--- src/rtl/fifo_pkg.sv ---
// Shared constants and state encoding for the 32x8 FIFO read/write controllers.
// The pointer width carries one extra wrap bit so that full and empty can be told apart.
package fifo_pkg;

    localparam int unsigned DATA_WIDTH = 8;
    localparam int unsigned ADDR_WIDTH = 5;
    localparam int unsigned DEPTH      = 32;
    localparam int unsigned PTR_WIDTH  = ADDR_WIDTH + 1;

    typedef enum logic [1:0] {
        IDLE  = 2'b00,
        FETCH = 2'b01,
        HOLD  = 2'b10
    } rd_state_e;

endpackage

--- src/rtl/row_decoder_5to32.sv ---
// Binary row address to one-hot row-select pattern for the FIFO RAM.
// Purely combinational; shared by the read and write controllers.
module row_decoder_5to32 #(
    parameter int unsigned ADDR_WIDTH = fifo_pkg::ADDR_WIDTH,
    parameter int unsigned DEPTH      = fifo_pkg::DEPTH
) (
    input  logic [ADDR_WIDTH-1:0] addr_i,
    output logic [DEPTH-1:0]      onehot_o
);

    always_comb begin
        onehot_o         = '0;
        onehot_o[addr_i] = 1'b1;
    end

endmodule

--- src/rtl/fifo_read_controller.sv ---
// Read-side controller for the 32x8 FIFO RAM: fetches one row per FETCH cycle into a
// registered output with valid/ready handshake; the write controller has row-line priority.
module fifo_read_controller #(
    parameter int unsigned DATA_WIDTH = fifo_pkg::DATA_WIDTH,
    parameter int unsigned ADDR_WIDTH = fifo_pkg::ADDR_WIDTH,
    parameter int unsigned DEPTH      = fifo_pkg::DEPTH
) (
    input  logic                  Clock,
    input  logic                  Reset,
    input  logic [ADDR_WIDTH:0]   Wr_Ptr,
    input  logic                  Wr_Req,
    output logic                  Wr_Grant,
    input  logic [DATA_WIDTH-1:0] Ram_Data,
    output logic [DEPTH-1:0]      Rd_Row_Select,
    output logic [ADDR_WIDTH:0]   Rd_Ptr,
    output logic                  Empty,
    output logic [ADDR_WIDTH:0]   Occupancy,
    output logic [DATA_WIDTH-1:0] Out_Data,
    output logic                  Out_Valid,
    input  logic                  Out_Ready,
    input  logic                  Flush,
    output logic                  Error
);

    import fifo_pkg::*;

    localparam logic [ADDR_WIDTH:0] PtrOne   = {{ADDR_WIDTH{1'b0}}, 1'b1};
    localparam logic [ADDR_WIDTH:0] DepthPtr = DEPTH[ADDR_WIDTH:0];

    rd_state_e             state_q, state_d;
    logic [ADDR_WIDTH:0]   rd_ptr_q, rd_ptr_d;
    logic [DEPTH-1:0]      row_sel_q, row_sel_d;
    logic [DEPTH-1:0]      row_dec;
    logic [DATA_WIDTH-1:0] out_data_q, out_data_d;
    logic                  out_valid_q, out_valid_d;
    logic                  error_q, error_d;
    logic                  empty;
    logic                  can_fetch;
    logic [ADDR_WIDTH:0]   occupancy;

    row_decoder_5to32 #(
        .ADDR_WIDTH(ADDR_WIDTH),
        .DEPTH     (DEPTH)
    ) u_row_dec (
        .addr_i  (rd_ptr_q[ADDR_WIDTH-1:0]),
        .onehot_o(row_dec)
    );

    assign empty     = (Wr_Ptr == rd_ptr_q);
    assign occupancy = Wr_Ptr - rd_ptr_q;
    // The writer owns the row lines whenever it asks, so a fetch only starts when it is idle.
    assign can_fetch = !empty && !Wr_Req;

    always_comb begin
        state_d     = state_q;
        rd_ptr_d    = rd_ptr_q;
        row_sel_d   = row_sel_q;
        out_data_d  = out_data_q;
        out_valid_d = out_valid_q;
        error_d     = error_q | (occupancy > DepthPtr);

        case (state_q)
            IDLE: begin
                if (can_fetch) begin
                    state_d   = FETCH;
                    row_sel_d = row_dec;
                end
            end
            FETCH: begin
                state_d     = HOLD;
                row_sel_d   = '0;
                out_data_d  = Ram_Data;
                rd_ptr_d    = rd_ptr_q + PtrOne;
                out_valid_d = 1'b1;
            end
            HOLD: begin
                if (Out_Ready) begin
                    out_valid_d = 1'b0;
                    if (can_fetch) begin
                        state_d   = FETCH;
                        row_sel_d = row_dec;
                    end else begin
                        state_d = IDLE;
                    end
                end
            end
            default: begin
                state_d     = IDLE;
                row_sel_d   = '0;
                out_valid_d = 1'b0;
            end
        endcase

        // A flush on the FETCH edge also cancels the capture and the pointer increment.
        if (Flush) begin
            state_d     = IDLE;
            rd_ptr_d    = Wr_Ptr;
            row_sel_d   = '0;
            out_data_d  = out_data_q;
            out_valid_d = 1'b0;
        end
    end

    always_ff @(posedge Clock or posedge Reset) begin
        if (Reset) begin
            state_q     <= IDLE;
            rd_ptr_q    <= '0;
            row_sel_q   <= '0;
            out_data_q  <= '0;
            out_valid_q <= 1'b0;
            error_q     <= 1'b0;
        end else begin
            state_q     <= state_d;
            rd_ptr_q    <= rd_ptr_d;
            row_sel_q   <= row_sel_d;
            out_data_q  <= out_data_d;
            out_valid_q <= out_valid_d;
            error_q     <= error_d;
        end
    end

    assign Wr_Grant      = Wr_Req && (state_q != FETCH);
    assign Rd_Row_Select = row_sel_q;
    assign Rd_Ptr        = rd_ptr_q;
    assign Empty         = empty;
    assign Occupancy     = occupancy;
    assign Out_Data      = out_data_q;
    assign Out_Valid     = out_valid_q;
    assign Error         = error_q;

endmodule

--- config.mk ---
export PLATFORM = sky130hd
export DESIGN_NAME = fifo_read_controller
export DESIGN_NICKNAME = d
export VERILOG_FILES = /design/src/rtl/fifo_pkg.sv /design/src/rtl/row_decoder_5to32.sv /design/src/rtl/fifo_read_controller.sv
export SDC_FILE = /design/constraint.sdc
export NUM_CORES = 1
export LEC_CHECK = 0
export ABC_AREA = 1
export CAP_MARGIN = 20
export CORE_AREA = 4 4 78 80
export DETAILED_ROUTE_END_ITERATION = 10
export DIE_AREA = 0 0 82 84
export GPL_ROUTABILITY_DRIVEN = 0
export GPL_TIMING_DRIVEN = 0
export PLACE_DENSITY = 0.83
export SYNTH_ARGS = -nofsm -noshare
export SYNTH_HDL_FRONTEND = slang
export SYNTH_SLANG_ARGS = --single-unit
--- constraint.sdc ---
create_clock -name Clock -period 4.2 [get_ports Clock]
set_clock_uncertainty 0.1 [all_clocks]
set_input_delay 1.26 -clock Clock [delete_from_list [all_inputs] [get_ports Clock]]
set_output_delay 1.26 -clock Clock [all_outputs]
set_load 0.01 [all_outputs]
; ---- Word level (Yosys, flattened, before mapping)
; Index checks and enable logic that the tools add are counted.
[classes]
n_addsub = 2
magnitude_cmp = 3
n_eq_ne = 7
n_mux = 16
bitwise_logic = 2
reduce_logical = 10
[op_table]
columns = cell, count
row1 = $mux 32, 3
row2 = $pmux 32 s2, 1
row3 = $mux 6, 2
row4 = $add 6x1->6 const B, 1
row5 = $eq 6x6->1, 1
row6 = $gt 6x6->1 const B, 1
row7 = $lt 5x6->1 const B, 1
row8 = $mux 2, 3
row9 = $ne 3x3->1 const B, 2
row10 = $pmux 2 s3, 1
row11 = $reduce_and 2->1, 3
row12 = $sub 6x6->6, 1
row13 = $demux 1 s5, 1
row14 = $ge 5x1->1 const B, 1
row15 = $mux 1, 4
row16 = $logic_and 1x1->1, 3
row17 = $pmux 1 s3, 1
row18 = $eq 2x1->1 const B, 1
row19 = $eq 2x2->1 const B, 1
row20 = $logic_not 1->1, 2
row21 = $logic_not 2->1, 1
row22 = $ne 2x1->1 const B, 1
row23 = $ne 2x2->1 const B, 1
row24 = $reduce_bool 2->1, 1
row25 = other kinds (2), 2
[word_totals]
ff_bits = 50
input_bits = 19
out_inout_bits = 56
word_cells = 46

; ---- Depth between registers and ports, before layout
; Gate-level depths: netlist (run 1).
[logic_depth]
depth_word = 8
ltp_mapped = 12
ltp_nobuf = 11

; ---- Modules after synthesis
; A second synthesis (run 1) with hierarchy kept.
[hier_totals]
cells_unflattened = 336
hier_area_um2 = 2735.1
[modules_own_cells]
columns = mod, instances, cells_per_inst, area_per_inst_um2, seq_area_each_um2
row1 = fifo_read_controller, 1, 286, 2539.9, 1251.2
row2 = row_decoder_5to32, 1, 50, 195.2, 0.0

; ---- Worst setup path after synthesis (run 1)
; No wires, ideal clock.
[synth_timing]
path_kind = in2out
start = input Wr_Ptr[0]
end = output Occupancy[4]
arrival_ns = 2.253
required_ns = 2.840
slack_ns = 0.587
path_stages = 9
path_buffers = 0
cell_sequence = inv_1 -> ha_1 -> inv_1 -> fa_1 -> nand3_1 -> nand3_1 -> nand2_1 -> nand2_1 -> inv_1
[synth_via]
elab_chain_cells = 1
[synth_lines]
columns = item, line
row1 = start: declaration, fifo_read_controller.sv:10  ; input logic [ADDR_WIDTH:0] Wr_Ptr,
row2 = $sub 6x6->6, fifo_read_controller.sv:50  ; assign occupancy = Wr_Ptr - rd_ptr_q;
row3 = end: declaration, fifo_read_controller.sv:17  ; output logic [ADDR_WIDTH:0] Occupancy,
; Every way passes these cells.

; ---- Worst setup path in the final report (run 1)
[layout_timing]
start = input Wr_Ptr[3]
end = output Occupancy[5]
; The elaborated chain is that of the path after synthesis.

==> results.md, run 1 <==
| Stage | Result | This run |
|---|---|---|
| status | Result of the run | finished clean |
| layout | Register area | 1250 sq um |
| routing | Routed vias/inst | 5.18 |
| min path | Type of the worst min-delay path | reg -> reg |
| layout | Commonest cells after routing, fill and taps aside | 99 x nand2_1, 64 x clkdlybuf4s50_1, 50 x dfrtp_1, 42 x nand3_1, 28 x inv_1 |
| die | I/O pin count | 75 |
| worst setup path | Crit path kind | in -> out |
| layout | Number of nets in the final layout | 424 |
| worst setup path | Max FO, Critical Path | 4 |
| global routing | Total overflow reported by the global router | 0 |
| clock tree | Root buffer cell | clkbuf_8 |
| yosys | Number of unique standard cell types used by synthesis | 34 |
| yosys | Count of state elements after synthesis | 50 |
| yosys | Instance count of the mapped netlist | 310 |
| worst setup path | Largest stage delay, worst path | 0.47 ns |
| sta | Max Clk Rate | 244 MHz |
| clock tree | CTS max path bufs | 2 |
| min path | Hold worst-path end | Error$_DFF_PP0_ |
| yosys | Sequential fraction of the synthesis area | 0.460 |
| layout | Cell area after layout | 3760 sq um |
| placed design | Post-DP Area | 3570 sq um |
| layout | Number of filler cells placed in the layout | 422 |
| yosys | Cell type contributing the most total cell area after synthesis | dfrtp_1 |
| min path | Worst hold path depth | 2 |
| yosys | Proportion of netlist area held by the largest area contributor | 0.460 |
| clock tree | Number of buffers inserted during clock tree synthesis | 5 |
| routing | Number of nets with antenna violations after detailed routing | 0 |
| layout | Number of antenna diodes | 0 |
| routing | Final routed wire length divided by cell count | 14.2 um |
| worst setup path | CP Data Arrival Time | 2.74 ns |
| yosys | Synth Area per Inst | 8.77 sq um |
| routing | First-pass DRT Iterations | 4 |
| placed design | Detail Placement HPWL | 4.93 mm |
| worst setup path | R2R setup slack | 2.15 ns |
| worst setup path | Worst setup startpoint | Wr_Ptr[3] |
| clock tree | Maximum level of the CTS H-tree | 2 |
| die | Die Outline Area | 6890 sq um |
| sta | Setup repair after global routing missed its margin | false |
| worst setup path | Endpoint type of the worst setup path | primary output |
| worst setup path | Depth of the most critical reg-to-reg path | 10 |
| worst setup path | End of the worst register-to-register path | Rd_Row_Select[29]$_DFFE_PP0P_ |
| sta | Minimum period implied by the final worst setup slack | 4.10 ns |
| sta | Max-slew headroom | 0.691 |
| worst setup path | RR Startpoint | Rd_Ptr[2]$_DFFE_PP0P_ |
| die | Total number of placement rows | 27 |
| pwr | Total leakage power | 1.85 nW |
| die | Initial cell density of the core | 0.503 |
| global routing | Antenna violations before repair | 0 |
| die | Die H | 84 um |
| layout | Commonest non-fill, non-tap cell in the layout | nand2_1 |
| global routing | Wire length of the first global-routing pass | 11.3 mm |
| yosys | Number of synthesis warnings | 0 |
| worst setup path | Required @ worst endpoint | 2.84 ns |
| layout | Multi-input combinational cell area | 1320 sq um |
| job | Max_cap viols | 0 |
| worst setup path | Chain of cells forming the critical path | clkdlybuf4s50_1 > ha_4 > nand2_1 > inv_1 > nand3_1 > nand3_1 > nand2_1 > nand2_1 > dlygate4sd2_1 |
| global routing | Via count of the first global-routing pass | 2435 |
| pwr | Power per Cell Area | 341 nW/um^2 |
| min path | Min-delay src | Error$_DFF_PP0_ |
| die | Core footprint | 5410 sq um |
| global routing | Global routing usage summed across all routing layers | 0.207 |
| global routing | Maximum number of pins on one net before global-route repair | 42 |
| layout | Post-Route Utilization | 0.697 |
| sta | Measured slew at the worst slew-check pin | 0.463 ns |
| placed design | Setup WS pre-CTS | -0.439 ns |
| routing | Number of DRC markers in iteration 0 | 165 |
| sta | Least setup slack across all paths after layout | 0.0964 ns |
| worst setup path | Element type at the critical path start | input pin |
| sta | Share of the cycle needed by the critical path after routing | 0.977 |
| worst setup path | Library cell contributing the largest single delay on the critical path | clkdlybuf4s50_1 |
| placed design | Number of buffer cells added on primary ports | 74 |
| routing | Total length of routed wires | 6.62 mm |
| die | Die W | 82 um |
| yosys | Total nets after synthesis | 339 |
| pwr | Worst-case vdd ir drop | 0.201 mV |
| routing | Via count | 2423 |
| layout | Layout cell share with drive strength beyond 1 | 0.164 |
| routing | # DRC | 0 |
| yosys | Summed instance area of the synthesized netlist | 2720 sq um |
| worst setup path | Most repeated library cell on the critical path | nand2_1 |
| clock tree | Clock slew seen by the registers of the worst setup and hold paths | 0.09 ns |
| clock tree | Clock tree from TritonCTS | built |
| clock tree | TritonCTS sink count | 50 |
| layout | Syn-to-layout area delta | 38.4% |
| clock tree | Clock latency on the worst-skew pair | 0.30 ns |
| sta | Setup violations, final | 0 |
| sta | Max-slew violation count | 0 |
| sta | Number of hold violations in the final report | 0 |
| yosys | Synth area leaders | dfrtp_1 46%, nand2_1 14%, nand3_1 7.9%, nor2_4 4.6%, inv_1 4.3% |
-- cell type report --
class                   instances  area share
plain buffers                  11      0.0239
clock buffers                   5      0.0183
clock inverters                 3      0.0120
inverters                      34      0.0339
multi-input cells             215       0.350
flip-flops and latches         50       0.332
well taps                      72      0.0239
repair buffers                 78       0.206
-- worst max path at each step --
| stage | end | slack [ns] | cells past startpoint |
|---|---|---|---|
| 6_report | Occupancy[5] | 0.1 | 9 |
| 5_1_grt | Occupancy[5] | 0.02 | 9 |
| 2_1_floorplan | Occupancy[4] | 0.59 | 9 |
| 3_3_place_gp | Occupancy[4] | -0.39 | 11 |
| 4_1_cts | Occupancy[4] | -0.03 | 11 |
| 3_5_place_dp | Occupancy[4] | -0.44 | 11 |
-- kinds of logic after synthesis --
| kind of cell | count (synthesis) | share of synthesized area |
|---|---|---|
| simple gates | 181 | 0.331 |
| xor+xnor | 3 | 0.00966 |
| mux | 8 | 0.0386 |
| compound gates | 13 | 0.0322 |
| buf+inv | 45 | 0.0800 |
| flops | 50 | 0.460 |
| fa+ha+maj | 10 | 0.0488 |
-- where the power goes --
part	switching (mW)	internal, mW	leakage, nW
Combinational	0.208	0.194	1.13
Sequential	0.0281	0.516	0.663
Clock	0.160	0.177	0.0504
-- state kept, by name, summed over array words and instances, names as in the netlist --
signal / count
Rd_Ptr: 6
Rd_Row_Select: 32
Out_Data: 8
Out_Valid: 1
Error: 1
state_q: 2
-- synthesized netlist by cell type, drive strengths merged --
cell / instances
nand2: 102
dfrtp: 50
nand3: 47
inv: 34
nor2: 19
buf: 10
ha: 9
mux2: 8
nor4: 8
o21ai: 4
nand4: 3
a21oi: 2
o221ai: 2
xor2: 2
a21o: 1
a31oi: 1
clkbuf: 1
fa: 1
nand3b: 1
o211ai: 1
o21bai: 1
o22ai: 1
or2: 1
xnor2: 1
-- through the flow --
step | setup TNS [ns] | hold WS (ns) | std cells | total power [mW]
global placement | -1.34 | 0.358 | 456 | 0.930
floorplan | 0 | 0.400 | 310 | 0.771
global route | 0 | 0.413 | 468 | 1.36
finish | 0 | 0.383 | 468 | 1.28
detailed placement | -1.55 | 0.361 | 457 | 0.943
CTS | -0.0286 | 0.387 | 465 | 1.28
-- repair_timing --
item | 4_1_cts | 5_1_grt
hold buffers | 0 | 0
resized for setup | 16 | 8
setup buffers | 0 | 3
setup endpoints to repair | 6 | 4
pin swaps | 0 | 4
-- worst max-delay path, delay by kind of cell --
kind,cells,cell delay [ns]
adders and majority gates,1,0.31
buffers and inverters,3,0.80
and+or+nand+nor,5,0.36
-- layer usage --
| metal | GRT usage | wire [um] | vias up |
|---|---|---|---|
| met3 | 0.0378 | 385 | 8 |
| li1 | - | - | 1172 |
| met1 | 0.269 | 2820 | 1159 |
| met4 | 0.0695 | 89 | 0 |
| met5 | 0 | 0 | - |
| met2 | 0.342 | 3330 | 84 |
(Power assumes the default switching activity.)
==> run 2: changes to the inputs <==
Settings changed: ABC_AREA 1 to not set, CORE_AREA 4 4 78 80 to 4 4 75 77, DIE_AREA 0 0 82 84 to 0 0 79 81, PLACE_DENSITY 0.83 to not set, PLACE_DENSITY_LB_ADDON set to 0.05.
==> run 2 against run 1 <==
Net effect:
- global-route usage shrank 1.5 points
- utilization shrank 2.4 points
- final area is 11% lower
- wire length fell by 9.8%
- total power is 10% lower
- combinational power shrank 19%
- setup slack got worse by 0.040 ns
- sequential cell count is the same
- maximum frequency down 0.96%
- synthesized cell count fell by 28%
- clock power fell by 15%
==> results.md, run 2 <==
| Stage | Result | This run | Delta |
|---|---|---|---|
| global routing | Antenna violations before repair | 0 | unchanged |
| layout | Commonest non-fill, non-tap cell in the layout | clkdlybuf4s50_1 |  |
| layout | Syn-to-layout area delta | 41.4% |  |
| yosys | Summed instance area of the synthesized netlist | 2380 sq um | -12% |
| sta | Least setup slack across all paths after layout | 0.0567 ns | -0.0397 ns |
| clock tree | Clock slew seen by the registers of the worst setup and hold paths | 0.09 ns | about the same |
| die | Total number of placement rows | 26 | -3.7% |
| die | Die H | 81 um | -3.6% |
| pwr | Combinational group share of total power | 0.282 | -0.031 |
| sta | Measured slew at the worst slew-check pin | 0.557 ns | +0.0934 ns |
| routing | Number of DRC markers in iteration 0 | 122 | -26% |
| sta | Share of the cycle needed by the critical path after routing | 0.987 | +0.00945 |
| worst setup path | Element type at the critical path start | input pin |  |
| pwr | Switching fraction of total power | 0.309 | about the same |
| yosys | Post-synth top cells | 50 x dfrtp_1, 42 x nand3_1, 32 x o31ai_1, 12 x nand2_1, 9 x ha_1 |  |
| clock tree | Number of buffers added to fix hold violations after cts | 0 | unchanged |
| routing | Number of nets with antenna violations after detailed routing | 0 | unchanged |
| worst setup path | Max FO, Critical Path | 4 | unchanged |
| pwr | Power per Cell Area | 341 nW/um^2 | about the same |
| global routing | Wire length of the first global-routing pass | 9.72 mm | -14% |
| sta | Worst hold slack | 0.404 ns | +0.0213 ns |
| pwr | Internal | 0.794 mW | -10% |
| yosys | Synth Area per Inst | 10.6 sq um | +21% |
| layout | Cell area after layout | 3370 sq um | -11% |
| placed design | Number of buffer cells added on primary ports | 73 | -1.4% |
| sta | Max-slew headroom | 0.628 | -0.0636 |
| yosys | Number of unique standard cell types used by synthesis | 30 | -12% |
| clock tree | Maximum level of the CTS H-tree | 2 | unchanged |
| yosys | Number of synthesis warnings | 0 | unchanged |
| layout | Layout cell share with drive strength beyond 1 | 0.146 | -0.0185 |
| routing | Final routed wire length divided by cell count | 15.8 um | +11% |
| worst setup path | Required @ worst endpoint | 2.84 ns | about the same |
| yosys | Count of state elements after synthesis | 50 | unchanged |
| sta | Total Neg Setup Slack | 0 ns | unchanged |
| min path | Type of the worst min-delay path | reg -> reg |  |
| layout | Number of nets in the final layout | 337 | -21% |
| placed design | Post-DP Area | 3220 sq um | -9.8% |
| layout | Number of antenna diodes | 0 | unchanged |
| worst setup path | Crit path kind | in -> out |  |
| placed design | Detail Placement HPWL | 4.31 mm | -13% |
| die | I/O pin count | 75 | unchanged |
| layout | Commonest cells after routing, fill and taps aside | 64 x clkdlybuf4s50_1, 50 x dfrtp_1, 41 x nand3_1, 32 x o31ai_1, 12 x nand2_1 |  |
| clock tree | Number of buffers inserted during clock tree synthesis | 5 | unchanged |
| clock tree | Clock latency on the worst-skew pair | 0.30 ns | about the same |
| global routing | Via count of the first global-routing pass | 1954 | -20% |
| pwr | Relative contribution of the clock network to total power | 0.248 | -0.015 |
| sta | Setup violations, final | 0 | unchanged |
| sta | Max Clk Rate | 241 MHz | -0.96% |
| pwr | Total leakage power | 1.41 nW | -24% |
| yosys | Proportion of netlist area held by the largest area contributor | 0.525 | +0.0650 |
| routing | Routed vias/inst | 5.39 | +4.0% |
| yosys | Sequential fraction of the synthesis area | 0.525 | +0.0650 |
| placed design | Setup WS pre-CTS | -0.758 ns | -0.319 ns |
| routing | First-pass DRT Iterations | 4 | unchanged |
| worst setup path | CP Data Arrival Time | 2.78 ns | +0.04 ns |
| clock tree | TritonCTS sink count | 50 | unchanged |
| sta | Max-slew violation count | 0 | unchanged |
| routing | Via count | 2041 | -16% |
| placed design | Cell count after placement | 368 | -19% |
| clock tree | Root buffer cell | clkbuf_8 |  |
| yosys | Synth area leaders | dfrtp_1 52%, o31ai_1 10%, nand3_1 8.8%, ha_1 4.7%, mux2_2 3.8% |  |
| global routing | Global routing usage summed across all routing layers | 0.193 | -0.0145 |
| die | Die W | 79 um | -3.7% |
| clock tree | Clock tree from TritonCTS | built |  |
| pwr | Switching power of the nets | 0.355 mW | -10% |
| status | Result of the run | finished clean |  |
| yosys | Most frequently used flop master after synthesis | dfrtp_1 |  |
| die | Initial cell density of the core | 0.476 | -0.0275 |
| layout | Number of flip-flops under the largest register name | 32 | unchanged |
| sta | Number of hold violations in the final report | 0 | unchanged |
| yosys | Total nets after synthesis | 253 | -25% |
| yosys | Cell type contributing the most total cell area after synthesis | dfrtp_1 |  |
| die | Die Outline Area | 6400 sq um | -7.1% |
| sta | Minimum period implied by the final worst setup slack | 4.14 ns | +0.0397 ns |
| global routing | Total overflow reported by the global router | 0 | unchanged |
| die | Core footprint | 5010 sq um | -7.3% |
| worst setup path | Endpoint type of the worst setup path | primary output |  |
| routing | # DRC | 0 | unchanged |
| clock tree | CTS max path bufs | 2 | unchanged |
| layout | Non-filler cells, final | 379 | -19% |
| job | Max_cap viols | 0 | unchanged |
| yosys | Count of flip-flops with a built-in enable after synthesis | 0 | unchanged |
| routing | Total length of routed wires | 5.97 mm | -9.8% |
| yosys | Post-synthesis async set-or-reset flop share | 1.00 | unchanged |
| yosys | Instance count of the mapped netlist | 224 | -28% |
| yosys | Most common cell in the synthesized netlist | dfrtp_1 |  |
| pwr | Sequential group share of total power | 0.470 | +0.046 |
| global routing | Maximum number of pins on one net before global-route repair | 43 | +2.4% |
| pwr | Worst-case vdd ir drop | 0.198 mV | -1.7% |
run 2: cell types whose count changed in the layout (fill, tap and decap cells not counted), sizes merged, moves of 8 or more:
| cell | change |
|---|---|
| o31ai | +32 |
| nor4 | -8 |
| nor2 | -13 |
| nand2 | -90 |
| inv | -26 |
run 2: power groups by stage:
stage / sequential, mW / clock [mW] / combinational, mW
after floorplan: 0.561 / 0 / 0.143
after global placement: 0.547 / 0 / 0.304
after detailed placement: 0.549 / 0 / 0.310
after CTS: 0.540 / 0.291 / 0.311
after global routing: 0.545 / 0.312 / 0.353
final: 0.540 / 0.285 / 0.324
run 2: timing repair:
action                     in CTS  in global routing
resized for setup              21                  9
setup endpoints to repair       6                  3
pin swaps                       4                  6
setup buffers                   1                  2
run 2: logic make-up (layout without fill, tap and decap cells):
family	count (synthesis)	in the layout	synth area share
AOI/OAI and AO/OA	48	48	0.142
xor gates and xnor gates	8	8	0.0325
adders and majority gates	10	10	0.0556
buffers and inverters	24	109	0.0499
DFF	50	50	0.525
muxes	8	8	0.0378
and+or+nand+nor	76	76	0.157
run 2: area by class of cell:
class	instances	area [sq um]
clock buffers	5	68.8
clock inverters	3	21.3
inverters	10	37.5
flip-flops and latches	50	1250
repair buffers	77	753
plain buffers	14	81.3
fillers	464	1640
multi-input cells	150	1070
well taps	70	87.6
run 2: stage by stage:
step                 util  power (mW)
global route        0.673        1.21
finish              0.673        1.15
global placement    0.639       0.851
floorplan               -       0.704
detailed placement  0.643       0.859
CTS                 0.666        1.14
run 2: final timing paths:
check,to,cells past startpoint,slack (ns),from
worst max-delay path,Occupancy[5],6,0.06,Wr_Ptr[3]
worst min-delay path,Rd_Row_Select[13]$_DFFE_PP0P_,2,0.40,Rd_Row_Select[13]$_DFFE_PP0P_
worst max register to register,Rd_Row_Select[21]$_DFFE_PP0P_,8,1.72,Rd_Ptr[4]$_DFFE_PP0P_
worst min register to register,Rd_Row_Select[13]$_DFFE_PP0P_,2,0.40,Rd_Row_Select[13]$_DFFE_PP0P_
max in group asynchronous,Rd_Row_Select[18]$_DFFE_PP0P_,3,2.43,Reset
min in group asynchronous,Error$_DFF_PP0_,2,1.08,Reset
run 2: per-layer routing:
metal,up-vias,track usage,wire length (um)
li1,983,-,-
met1,996,0.258,2670
met2,60,0.326,2930
met3,2,0.0432,351
met4,0,0.0361,20
met5,-,0,0
run 2: critical path, stage by stage:
cell and delay, ns:
clkdlybuf4s50_1 0.54, ha_4 0.24, o311a_1 0.13, or4_4 0.42
nand3_2 0.10, buf_6 0.10
